**src/rtl/vga_fb_port_arbiter.sv**
```systemverilog
// vga_fb_port_arbiter: shares a single-port 16-colour frame buffer between
// the VGA scan-out reader (never stalls) and a valid/ready pixel writer.
// Each memory word holds two CGA indices: even pixel [3:0], odd pixel [7:4].
// A one-word read cache serves scan pixels that hit the current word, which
// frees memory slots for the writer.
// Optional build macro FB_CLEAR_EN adds a whole-buffer clear engine
// (i_Clear, i_Clear_Color, o_Clear_Busy).
module vga_fb_port_arbiter #(
  parameter int PIX_ADDR_WIDTH = 13
) (
  input  logic                      i_Clk,
  input  logic                      i_Reset,
  input  logic                      i_Scan_Req,
  input  logic [PIX_ADDR_WIDTH-1:0] i_Scan_Addr,
  output logic [3:0]                o_Scan_Color,
  output logic                      o_Scan_Valid,
  input  logic                      i_Wr_Valid,
  input  logic [PIX_ADDR_WIDTH-1:0] i_Wr_Addr,
  input  logic [3:0]                i_Wr_Color,
  output logic                      o_Wr_Ready,
  output logic [PIX_ADDR_WIDTH-2:0] o_Mem_Addr,
  output logic                      o_Mem_Rd_En,
  output logic                      o_Mem_Wr_En,
  output logic [1:0]                o_Mem_Wr_Mask,
  output logic [7:0]                o_Mem_Wr_Data,
  input  logic [7:0]                i_Mem_Rd_Data
`ifdef FB_CLEAR_EN
  ,
  input  logic                      i_Clear,
  input  logic [3:0]                i_Clear_Color,
  output logic                      o_Clear_Busy
`endif
);

  localparam int WORD_W = PIX_ADDR_WIDTH - 1;

  logic [WORD_W-1:0] scanWord;
  logic [WORD_W-1:0] wrWord;
  logic              cacheValid;
  logic [WORD_W-1:0] cacheTag;
  logic [7:0]        cacheData;
  logic [7:0]        cacheDataNext;
  logic              loadPending;
  logic              scanNeed;
  logic              clearing;
  logic [WORD_W-1:0] clearPtr;
  logic [3:0]        clearColor;
  logic              s1Valid;
  logic              s1Odd;
  logic              s1Miss;
  logic [7:0]        s2Word;

  assign scanWord = i_Scan_Addr[PIX_ADDR_WIDTH-1:1];
  assign wrWord   = i_Wr_Addr[PIX_ADDR_WIDTH-1:1];
  // Parity never forces a read: only an invalid cache or a different word does.
  assign scanNeed = !i_Reset && i_Scan_Req && (!cacheValid || (cacheTag != scanWord));

`ifdef FB_CLEAR_EN
  typedef enum logic {ST_IDLE, ST_CLEAR} state_t;

  state_t            state;
  state_t            stateNext;
  logic [WORD_W-1:0] ptrNext;
  logic [3:0]        colorNext;

  // Clear engine state, pointer and latched colour.
  always_ff @(posedge i_Clk) begin
    if (i_Reset) begin
      state      <= ST_IDLE;
      clearPtr   <= '0;
      clearColor <= '0;
    end else begin
      state      <= stateNext;
      clearPtr   <= ptrNext;
      clearColor <= colorNext;
    end
  end

  // Clear sequencing: advance the pointer on every slot scan leaves free.
  always_comb begin
    stateNext = state;
    ptrNext   = clearPtr;
    colorNext = clearColor;
    case (state)
      ST_IDLE: begin
        if (i_Clear) begin
          stateNext = ST_CLEAR;
          ptrNext   = '0;
          colorNext = i_Clear_Color;
        end
      end
      ST_CLEAR: begin
        if (!scanNeed) begin
          ptrNext = clearPtr + 1'b1;
          if (clearPtr == '1) stateNext = ST_IDLE;
        end
      end
      default: stateNext = ST_IDLE;
    endcase
  end

  assign clearing     = (state == ST_CLEAR);
  assign o_Clear_Busy = clearing && !i_Reset;
`else
  assign clearing   = 1'b0;
  assign clearPtr   = '0;
  assign clearColor = '0;
`endif

  // Port arbitration: scan misses first, then clear, then the writer.
  always_comb begin
    o_Wr_Ready    = 1'b0;
    o_Mem_Addr    = '0;
    o_Mem_Rd_En   = 1'b0;
    o_Mem_Wr_En   = 1'b0;
    o_Mem_Wr_Mask = '0;
    o_Mem_Wr_Data = '0;
    if (!i_Reset) begin
      o_Wr_Ready = !scanNeed && !clearing;
      if (scanNeed) begin
        o_Mem_Rd_En = 1'b1;
        o_Mem_Addr  = scanWord;
      end else if (clearing) begin
        o_Mem_Wr_En   = 1'b1;
        o_Mem_Addr    = clearPtr;
        o_Mem_Wr_Mask = 2'b11;
        o_Mem_Wr_Data = {clearColor, clearColor};
      end else if (i_Wr_Valid) begin
        o_Mem_Wr_En   = 1'b1;
        o_Mem_Addr    = wrWord;
        o_Mem_Wr_Mask = i_Wr_Addr[0] ? 2'b10 : 2'b01;
        o_Mem_Wr_Data = {i_Wr_Color, i_Wr_Color};
      end
    end
  end

  // The tag moves at the miss edge so the next pixel of the same word hits;
  // the data lands one edge later, and any same-cycle write overlays it.
  always_comb begin
    cacheDataNext = loadPending ? i_Mem_Rd_Data : cacheData;
    if (o_Mem_Wr_En && cacheValid && (cacheTag == o_Mem_Addr)) begin
      if (o_Mem_Wr_Mask[0]) cacheDataNext[3:0] = o_Mem_Wr_Data[3:0];
      if (o_Mem_Wr_Mask[1]) cacheDataNext[7:4] = o_Mem_Wr_Data[7:4];
    end
  end

  // Cache tag/data registers.
  always_ff @(posedge i_Clk) begin
    if (i_Reset) begin
      cacheValid  <= 1'b0;
      cacheTag    <= '0;
      cacheData   <= '0;
      loadPending <= 1'b0;
    end else begin
      cacheData   <= cacheDataNext;
      loadPending <= scanNeed;
      if (scanNeed) begin
        cacheTag   <= scanWord;
        cacheValid <= 1'b1;
      end
    end
  end

  assign s2Word = s1Miss ? i_Mem_Rd_Data : cacheData;

  // Two-stage scan pipeline: fixed latency for both hits and misses.
  always_ff @(posedge i_Clk) begin
    if (i_Reset) begin
      s1Valid      <= 1'b0;
      s1Odd        <= 1'b0;
      s1Miss       <= 1'b0;
      o_Scan_Valid <= 1'b0;
      o_Scan_Color <= '0;
    end else begin
      s1Valid      <= i_Scan_Req;
      s1Odd        <= i_Scan_Addr[0];
      s1Miss       <= scanNeed;
      o_Scan_Valid <= s1Valid;
      if (s1Valid) o_Scan_Color <= s1Odd ? s2Word[7:4] : s2Word[3:0];
    end
  end

endmodule

```
**config.mk**
```make
export PLATFORM = sky130hd
export DESIGN_NAME = vga_fb_port_arbiter
export DESIGN_NICKNAME = d
export VERILOG_FILES = /design/src/rtl/vga_fb_port_arbiter.sv
export SDC_FILE = /design/constraint.sdc
export NUM_CORES = 1
export LEC_CHECK = 0
export BUFFER_PORTS_ARGS = -buffer_cell sky130_fd_sc_hd__buf_2
export CAP_MARGIN = 25
export CORE_MARGIN = 1.5
export CORE_UTILIZATION = 43
export DETAILED_ROUTE_END_ITERATION = 12
export PLACE_DENSITY = 0.73
export SYNTH_ARGS = -nofsm -noshare
export SYNTH_HDL_FRONTEND = slang
export SYNTH_SLANG_ARGS = --single-unit
```
**constraint.sdc**
```tcl
create_clock -name i_Clk -period 5 [get_ports i_Clk]
set_input_delay 0.5 -clock i_Clk [delete_from_list [all_inputs] [get_ports i_Clk]]
set_output_delay 0.5 -clock i_Clk [all_outputs]
set_load 0.02 [all_outputs]
```
# After elaboration in Yosys (flattened, before gate mapping)
# Cells that the tools add are included.
dict set report totals {
  out_inout_bits 30
  inputBits 42
  ff_bits 29
  elab_cells 39
}
dict set report classes {
  reduce_logical 8
  n_eq_ne 2
  n_mux 21
}
# cell count
set ops {}
lappend ops {{8-bit 2-to-1 mux} 5}
lappend ops {{12-bit 2-to-1 mux} 3}
lappend ops {{12-bit equality test} 1}
lappend ops {{4-bit 2-to-1 mux} 3}
lappend ops {{12-bit != test} 1}
lappend ops {{2-bit 2-to-1 mux} 4}
lappend ops {{1-bit 2-to-1 mux} 6}
lappend ops {{1-bit logical AND} 4}
lappend ops {{1-bit zero test} 3}
lappend ops {{1-bit logical OR} 1}

# Longest topological paths before layout
# Gate-level depths: netlist (run 1).
dict set report logic_depth {
  ltp_word 8
  mapped_depth 12
  mapped_depth_nobuf 9
}

# Least setup slack after synthesis (run 1)
# OpenSTA, ideal clock, no wires.
dict set report synth_path {
  path_kind {in2reg}
  startpoint {input port i_Scan_Addr[9]}
  endpoint {register cacheData[0]}
  path_slack_ps 1918
  cell_stages 9
  setup_ps 124
  t_arrival_ps 2959
  required_time_ps 4876
  cell_sequence {xnor2_1 nand4_1 nor4_2 nor2_1 nor3_1 o211a_1 or4b_1 buf_2 mux2i_1}
}
dict set report synth_via {
  elab_cells_between_ends 16
  cone_classes {eq/ne (2); mux (10); reduce/logical (4)}
}
# item line_no
set synth_rtl {}
lappend synth_rtl {{from (decl)} 14} ;# input logic [PIX_ADDR_WIDTH-1:0] i_Scan_Addr,
lappend synth_rtl {{12-bit != test} 56} ;# assign scanNeed = !i_Reset && i_Scan_Req && (!cacheValid || (cacheTag != scanWord));
lappend synth_rtl {{1-bit logical OR} 56}
lappend synth_rtl {{1-bit logical AND} 56}
lappend synth_rtl {{2-bit 2-to-1 mux} 120} ;# if (scanNeed) begin
lappend synth_rtl {{2-bit 2-to-1 mux} 118} ;# if (!i_Reset) begin
lappend synth_rtl {{via o_Mem_Wr_Mask[0]} 24} ;# output logic [1:0] o_Mem_Wr_Mask,
lappend synth_rtl {{4-bit 2-to-1 mux} 142} ;# if (o_Mem_Wr_Mask[0]) cacheDataNext[3:0] = o_Mem_Wr_Data[3:0];
lappend synth_rtl {{8-bit 2-to-1 mux} 141} ;# if (o_Mem_Wr_En && cacheValid && (cacheTag == o_Mem_Addr)) begin
lappend synth_rtl {{to (signal assigned)} 155} ;# cacheData <= cacheDataNext;
lappend synth_rtl {{to (decl)} 41} ;# logic [7:0] cacheData;
# The timed path passes the listed nets, and every way through them passes these cells.
# A chain may end at the register's enable or synchronous reset.

# Worst setup path after layout (run 1)
dict set report layout_path {
  startpoint {register cacheTag[8]}
  endpoint {register cacheData[3]}
}
dict set report layout_via {
  elab_chain_len 8
  elab_cells_between_ends 16
  cone_classes {eq/ne (2); mux (10); reduce/logical (4)}
}
# item line_no
set layout_rtl {}
lappend layout_rtl {{from (decl)} 40} ;# logic [WORD_W-1:0] cacheTag;
lappend layout_rtl {{from (signal assigned)} 158} ;# cacheTag <= scanWord;
lappend layout_rtl {{12-bit != test} 56}
lappend layout_rtl {{1-bit logical OR} 56}
lappend layout_rtl {{1-bit logical AND} 56}
lappend layout_rtl {{12-bit 2-to-1 mux or 1-bit 2-to-1 mux (tied branches)} 120}
lappend layout_rtl {{12-bit 2-to-1 mux or 1-bit 2-to-1 mux (tied branches)} 118}
lappend layout_rtl {{12-bit equality test or 1-bit logical AND (tied branches)} 141}
lappend layout_rtl {{1-bit logical AND} 141}
lappend layout_rtl {{8-bit 2-to-1 mux *} 141}
# Every way passes the cells marked *; elsewhere a longest branch is shown, timed or not.

==> flow_summary.toml, run 1 <==
[power_and_ir_drop]
peakVddDrop_mv = 0.1131
power_leakage_nw = 1.081
clockPowerShare_pct = 32.0
swShare_pct = 31.06
internal_power_w = 0.0003977
net-switching-power_w = 0.0001792
p_comb_share_pct = 22.9
cellPowerDensity_mw_per_mm2 = 247.0
pwr-share-seq_pct = 45.2

[route]
vias = 1986
drt_first_iter_violations = 207
drc_errors = 0
drtPass1Iterations = 4
drtAntennaViolNets = 0
viasPerCell = 5.691
wl_per_cell_um = 15.25
routed_wl_mm = 5.322

[clock_tree]
cts_sinks = 29
cts_made_buffers = 5
h-tree-depth = 2
path_clk_slew_ps = 60
clk_root_buffer_cell = "clkbuf_8"
cts_tree = "yes"
worstSkewPairLatency_ps = 280
post_cts_resized = 0
post_cts_buffers = 0
clockBufferDepth = 2
cts_hold_buffers = 0

[timing]
slew_violations = 0
hold_viol = 0
clock_skew_ps = 5.969
period_share_pct = 71.69
rsz0062_at_grt = "no"
final.min_clock_period_ps = 3585
final.setup.tns_ps = 0
setup_viol = 0
slew_headroom_pct = 37.38
fmax_ghz = 0.2790
worstMarginPinSlew_ps = 935.8

[layout]
num-fill-cells = 437
n_antenna_cell = 0
drive_above_1_share_pct = 28.96
areaGrowthSynthToFinish_pct = 20.84
finish.net_count = 338
final_util_pct = 53.65

[placement]
portBuffers = 71
hpwl_mm = 3.952
gp_congestion = 0.8939

[global_route]
grtUsageTotal_pct = 22.14
antenna_found_initial = 0
grt.overflow.total = 0
grt_pass1_wl_mm = 8.597
grt_max_degree = 30
first_global_vias = 1808

[synth]
netlist_instances = 238
syn-num-nets = 280
syn_avg_cell_area_um2 = 8.122
yosysUniqueCellTypes = 43
synth_area_mm2 = 0.001933
synth_top_area_cell = "dfxtp_1"
synthTopCellsByArea = "dfxtp_1 (30%), nand2_1 (6.6%), mux2i_1 (6.2%), xnor2_1 (5.9%), o211ai_1 (5.4%)"
synthDominantCellAreaShare_pct = 30.03
yosysWarnings = 0
synth_seq_cells = 29
yosysSeqAreaShare_pct = 30.03

[status]
status = "completed"

[worst_hold_path]
hold_path.class = "input pin to flip-flop"
whs_endpoint = "s1Odd"
whs_path_depth = 2
min_from = "i_Scan_Addr[0]"

[worst_setup_path]
critical_path_class = "flip-flop to flip-flop"
reg2reg_depth = 8
rr_startpoint = "cacheTag[8]"
r2r_slack_ps = 1420
cp.arrival_ps = 3740
r2r_end = "cacheData[3]"
cp-start-kind = "flip-flop"
crit_fanout = 14
end_kind = "flip-flop"
required_ps = 5160

[die]
die_h_um = 70.05
initial_core_util_pct = 44.40
rows = 24
core-area_mm2 = 0.004354
die_area_mm2 = 0.004907
ioPinCount = 72
die_x_um = 70.05

[run]
cap_violations = 0
logic make-up after synthesis:
| kind of cell | count (synthesis) | synth area share [%] |
|---|---|---|
| AO/OA/AOI/OAI | 53 | 21.30 |
| XOR/XNOR | 13 | 5.890 |
| buffers and inverters | 32 | 7.508 |
| AND/OR/NAND/NOR | 95 | 24.40 |
| multiplexers | 16 | 10.87 |
| flip-flops | 29 | 30.03 |
power groups by stage:
stage	sequential (W)	clock, W	combinational, W
after global routing	0.000262	0.000203	0.000144
after CTS	0.000260	0.000190	0.000131
after floorplan	0.000261	0	0.0000871
after detailed placement	0.000265	0	0.000131
after global placement	0.000265	0	0.000130
final	0.000261	0.000184	0.000132
cell usage after synthesis:
cell and count:
a211o_1 3, or4_1 1, o211ai_1 14, nand4_1 3, dfxtp_1 29, o31a_1 1, a32o_1 1, nor3b_1 2
and3_1 7, buf_4 4, mux4_2 4, a2111o_1 2, or4b_1 1, a21boi_0 1, nor2_1 17, o221ai_1 1
nor2b_1 3, xnor2_1 13, and2_1 2, a22o_1 2, a21oi_1 8, buf_6 1, clkbuf_1 11, nand3_1 9
o21ai_0 5, nand2b_1 8, buf_2 2, o31ai_1 5, o41ai_1 2, inv_2 1, a31oi_4 1, nand2_1 34
a221oi_1 1, inv_1 11, a222oi_1 1, mux2i_1 12, a32oi_1 2, and3b_1 1, nor4_2 2, nor3_1 5
o2111ai_1 2, o211a_1 1, buf_1 2
layout make-up:
type	count	area, µm²	share of cell area (%)
clock buffer	6	72.57	3.107
clock inverter	2	10.01	0.4285
inverter	12	45.04	1.928
multi-input combinational	177	1207	51.69
sequential	29	580.6	24.85
tap	52	65.06	2.785
timing repair buffer	71	355.3	15.21
cells in the final DEF (no fill, tap or decap), types with 2 or more instances in the layout:
cell,Yosys,routed
buf_2,2,71
nor3b_1,2,2
mux2i_1,12,12
nor4_2,2,2
nand2_1,34,34
o211ai_1,14,14
mux4_2,4,4
clkbuf_8,0,5
nand3_1,9,9
nor2b_1,3,3
and2_1,2,2
clkinv_2,0,2
nand4_1,3,3
o31ai_1,5,5
a21oi_1,8,8
a2111o_1,2,2
nor3_1,5,5
a32oi_1,2,2
and3_1,7,7
nand2b_1,8,8
nor2_1,17,17
a211o_1,3,3
o21ai_0,5,5
inv_1,11,11
xnor2_1,13,13
a22o_1,2,2
dfxtp_1,29,29
o2111ai_1,2,2
o41ai_1,2,2
worst max path at each step:
stage,startpoint,endpoint,slack (ps),cells past startpoint
finish,cacheTag[8],cacheData[3],1420,8
floorplan,i_Scan_Addr[9],cacheData[0],1920,9
detailed placement,i_Scan_Addr[9],cacheData[3],1180,9
CTS,cacheTag[8],cacheData[3],1440,8
global placement,i_Scan_Addr[9],cacheData[1],1190,9
global route,cacheTag[9],cacheData[6],1240,8
flip-flops by register name, summed over array words and instances (netlist names):
signal        count
s1Valid           1
o_Scan_Color      4
cacheTag         12
s1Miss            1
o_Scan_Valid      1
cacheValid        1
s1Odd             1
cacheData         8
through the flow:
step | area [µm²] | worst slack (ps) | total power (W) | instances | hold slack (ps)
2_1_floorplan | 1933 | 1918 | 0.0003481 | 238 | 461.8
6_report | 2336 | 1415 | 0.0005769 | 349 | 431.6
5_1_grt | 2336 | 1236 | 0.0006093 | 349 | 430.4
3_3_place_gp | 2253 | 1190 | 0.0003949 | 341 | 474.0
4_1_cts | 2336 | 1444 | 0.0005814 | 349 | 421.8
3_5_place_dp | 2253 | 1181 | 0.0003958 | 341 | 483.4
per-layer routing:
layer	routed length [µm]	share of wire (%)	track usage [%]	vias up
li1	-	-	-	971
met1	2325	44	29.24	923
met2	2506	47	35.24	84
met3	400	7.5	5.339	8
met4	90	1.7	7.906	0
met5	0	0	0	-
worst max-delay path: stages, from the launching register on:
cell and delay (ps):
dfxtp_1 400, xnor2_1 160, nand4_1 150, or4_1 810
nand2_1 490, a221oi_1 170, a2111o_1 440, or4b_1 670
mux2i_1 180
Note: power is estimated with default switching activity, not from simulation.
==> run 2: changes to the inputs <==
--- a/config.mk
+++ b/config.mk
@@ -5,12 +5,13 @@
 export SDC_FILE = /design/constraint.sdc
 export NUM_CORES = 1
 export LEC_CHECK = 0
+export ABC_AREA = 1
 export BUFFER_PORTS_ARGS = -buffer_cell sky130_fd_sc_hd__buf_2
 export CAP_MARGIN = 25
 export CORE_MARGIN = 1.5
 export CORE_UTILIZATION = 43
 export DETAILED_ROUTE_END_ITERATION = 12
-export PLACE_DENSITY = 0.73
+export PLACE_DENSITY = 0.72
 export SYNTH_ARGS = -nofsm -noshare
 export SYNTH_HDL_FRONTEND = slang
 export SYNTH_SLANG_ARGS = --single-unit
==> constraint.sdc (replaced) <==
create_clock -name i_Clk -period 3.37 [get_ports i_Clk]
set_input_delay 0.337 -clock i_Clk [delete_from_list [all_inputs] [get_ports i_Clk]]
set_output_delay 0.337 -clock i_Clk [all_outputs]
set_load 0.02 [all_outputs]
==> run 2 against run 1 <==
Non-clock buffer count up 1. Worst hold slack lost 160 ps. Highest routed layer unchanged. Synthesized cell count up 45%. Cell area rose by 6.7%. Critical path depth up 12. Flip-flop and latch count is the same. Setup slack lost 670 ps. Sequential share of layout area is 1.6 points lower. Critical endpoint is now cacheData[2].
==> flow_summary.toml, run 2 <==
[global_route]
grt_max_degree = 34
first_global_vias = 1908
grt.overflow.total = 0
grtUsageTotal_pct = 20.64
antenna_found_initial = 0
grt_pass1_wl_mm = 8.349

[placement]
gp_congestion = 0.9416
portBuffers = 71
hpwl_mm = 3.981

[clock_tree]
worstSkewPairLatency_ps = 280
path_clk_slew_ps = 70
cts_tree = "yes"
cts_hold_buffers = 0
cts_sinks = 29
post_cts_buffers = 0
h-tree-depth = 2
post_cts_resized = 0
clockBufferDepth = 2
clk_root_buffer_cell = "clkbuf_8"
cts_made_buffers = 5

[synth]
synth_edf_count = 0
synthDominantCellAreaShare_pct = 28.43
synth_seq_cells = 29
syn_avg_cell_area_um2 = 5.902
synth_most_common_cell = "nand2_1"
synthTopCellsByArea = "dfxtp_1 (28%), nand2_1 (21%), inv_1 (12%), nand3_1 (7.4%), nor2_1 (6.4%)"
yosysWarnings = 0
netlist_instances = 346
synth_top_area_cell = "dfxtp_1"
yosysSeqAreaShare_pct = 28.43
ys_async_sr_fraction_pct = 0
synth-main-ff-cell = "dfxtp_1"
synth_common_cells = "nand2_1 (115), inv_1 (64), nor2_1 (35)"
yosysUniqueCellTypes = 26
synth_area_mm2 = 0.002042
syn-num-nets = 388

[layout]
final_cell_mix = "nand2_1 (115), buf_2 (71), inv_1 (64)"
largest_register_ffs = 12
largestRegisters = "cacheTag: 12 flops, cacheData: 8 flops, o_Scan_Color: 4 flops"
areaGrowthSynthToFinish_pct = 22.12
regMostFlops = "cacheTag"
drive_above_1_share_pct = 24.70
n_antenna_cell = 0
num-fill-cells = 466
finish.net_count = 454
final_common_cell = "nand2_1"

[die]
initial_core_util_pct = 45.64
die_area_mm2 = 0.005171
rows = 24
ioPinCount = 72
core-area_mm2 = 0.004474
die_h_um = 71.91
die_x_um = 71.91

[timing]
fmax_ghz = 0.3814
hold_viol = 0
slew_headroom_pct = 33.50
rsz0062_at_grt = "no"
clock_skew_ps = 6.155
worstMarginPinSlew_ps = 996.4
final.min_clock_period_ps = 2622
setup_viol = 0
slew_violations = 0
period_share_pct = 77.80
final.setup.tns_ps = 0

[status]
status = "completed"

[power_and_ir_drop]
total_power_w = 0.0009860
power_leakage_nw = 1.569
peakVddDrop_mv = 0.2489
cellPowerDensity_mw_per_mm2 = 395.4

[route]
drtAntennaViolNets = 0
routed_wl_mm = 5.067
drc_errors = 0
vias = 2231
drt_first_iter_violations = 156
viasPerCell = 4.798
wl_per_cell_um = 10.90
drtPass1Iterations = 5

[worst_setup_path]
cp_common_cell = "nand2_1"
critical_path_class = "flip-flop to flip-flop"
cp.arrival_ps = 2850
cp-start-kind = "flip-flop"
required_ps = 3600
crit_chain = "inv_1 -> nand2_1 -> nand2_1 -> nor2_1 -> nand2_1 -> nor2_2 -> nand2_4 -> nand2_8 -> inv_2 -> nand2_1 -> nand2_1 -> nand2_1 -> nand2_1 -> nor2_1 -> nand2_1 -> nor2_2 -> nand3_1 -> nand2_1 -> inv_1 -> nor2_1"
critPathSlowestCell = "dfxtp_1"
end_kind = "flip-flop"
crit_fanout = 17
slowest_delay_ps = 370

[run]
cap_violations = 0

[worst_hold_path]
hold_path.class = "input pin to flip-flop"
run 2: changes by cell type after synthesis, sizes merged, moves of 14 or more:
cell   change
inv       +59
o21ai     +14
nand2     +86
nor2      +26
nand3     +24
run 2: metal layers:
metal  wire length [µm]  vias to the layer above  GRT usage (%)
li1                   -                     1182              -
met1               2482                      958          27.95
met2               2194                       85          33.44
met3                341                        6          4.861
met4                 49                        0          5.031
met5                  0                        -              0
run 2: final timing paths:
kind | startpoint | to | slack (ps) | depth (start not counted)
max reg2reg | cacheTag[6] | cacheData[2] | 750 | 20
min | i_Scan_Addr[0] | s1Odd | 280 | 3
max | cacheTag[6] | cacheData[2] | 750 | 20
min reg2reg | o_Scan_Color[3] | o_Scan_Color[3] | 480 | 2
run 2: logic make-up (layout without fill, tap and decap cells):
group | Yosys count | after routing | synth area share [%]
AO/OA/AOI/OAI | 28 | 28 | 7.721
XOR/XNOR | 1 | 1 | 0.4290
buffers and inverters | 84 | 151 | 17.59
multiplexers | 7 | 7 | 3.432
AND/OR/NAND/NOR | 197 | 197 | 42.40
flip-flops | 29 | 29 | 28.43
run 2: worst max-delay path, delay by kind of cell (launching register included):
family | cells | cell delay, ps
buf+inv | 3 | 210
simple gates | 17 | 1990
flops | 1 | 370
run 2: stage by stage:
step,hold WS (ps),utilization [%],cells,cell area [µm²],worst slack (ps)
2_1_floorplan,406.1,-,346,2042,1250
3_3_place_gp,468.7,53.13,457,2377,680.0
3_5_place_dp,462.3,53.13,457,2377,615.3
4_1_cts,265.2,55.73,465,2494,748.8
5_1_grt,263.5,55.73,465,2494,386.3
6_report,276.2,55.73,465,2494,748.0
run 2: power by group:
group	total [W]	leakage (nW)	switching (W)	internal, W
Sequential	0.000381	0.239	0.0000164	0.000365
Combinational	0.000224	1.27	0.000142	0.0000815
Clock	0.000381	0.0585	0.000140	0.000241
run 2: area by class of cell:
class	count	area (µm²)	area share, %
flip-flops and latches	29	580.6	23.28
well taps	52	65.06	2.609
repair buffers	72	362.8	14.55
clock buffers	7	86.33	3.462
multi-input cells	233	1102	44.20
clock inverters	1	30.03	1.204
inverters	71	266.5	10.69
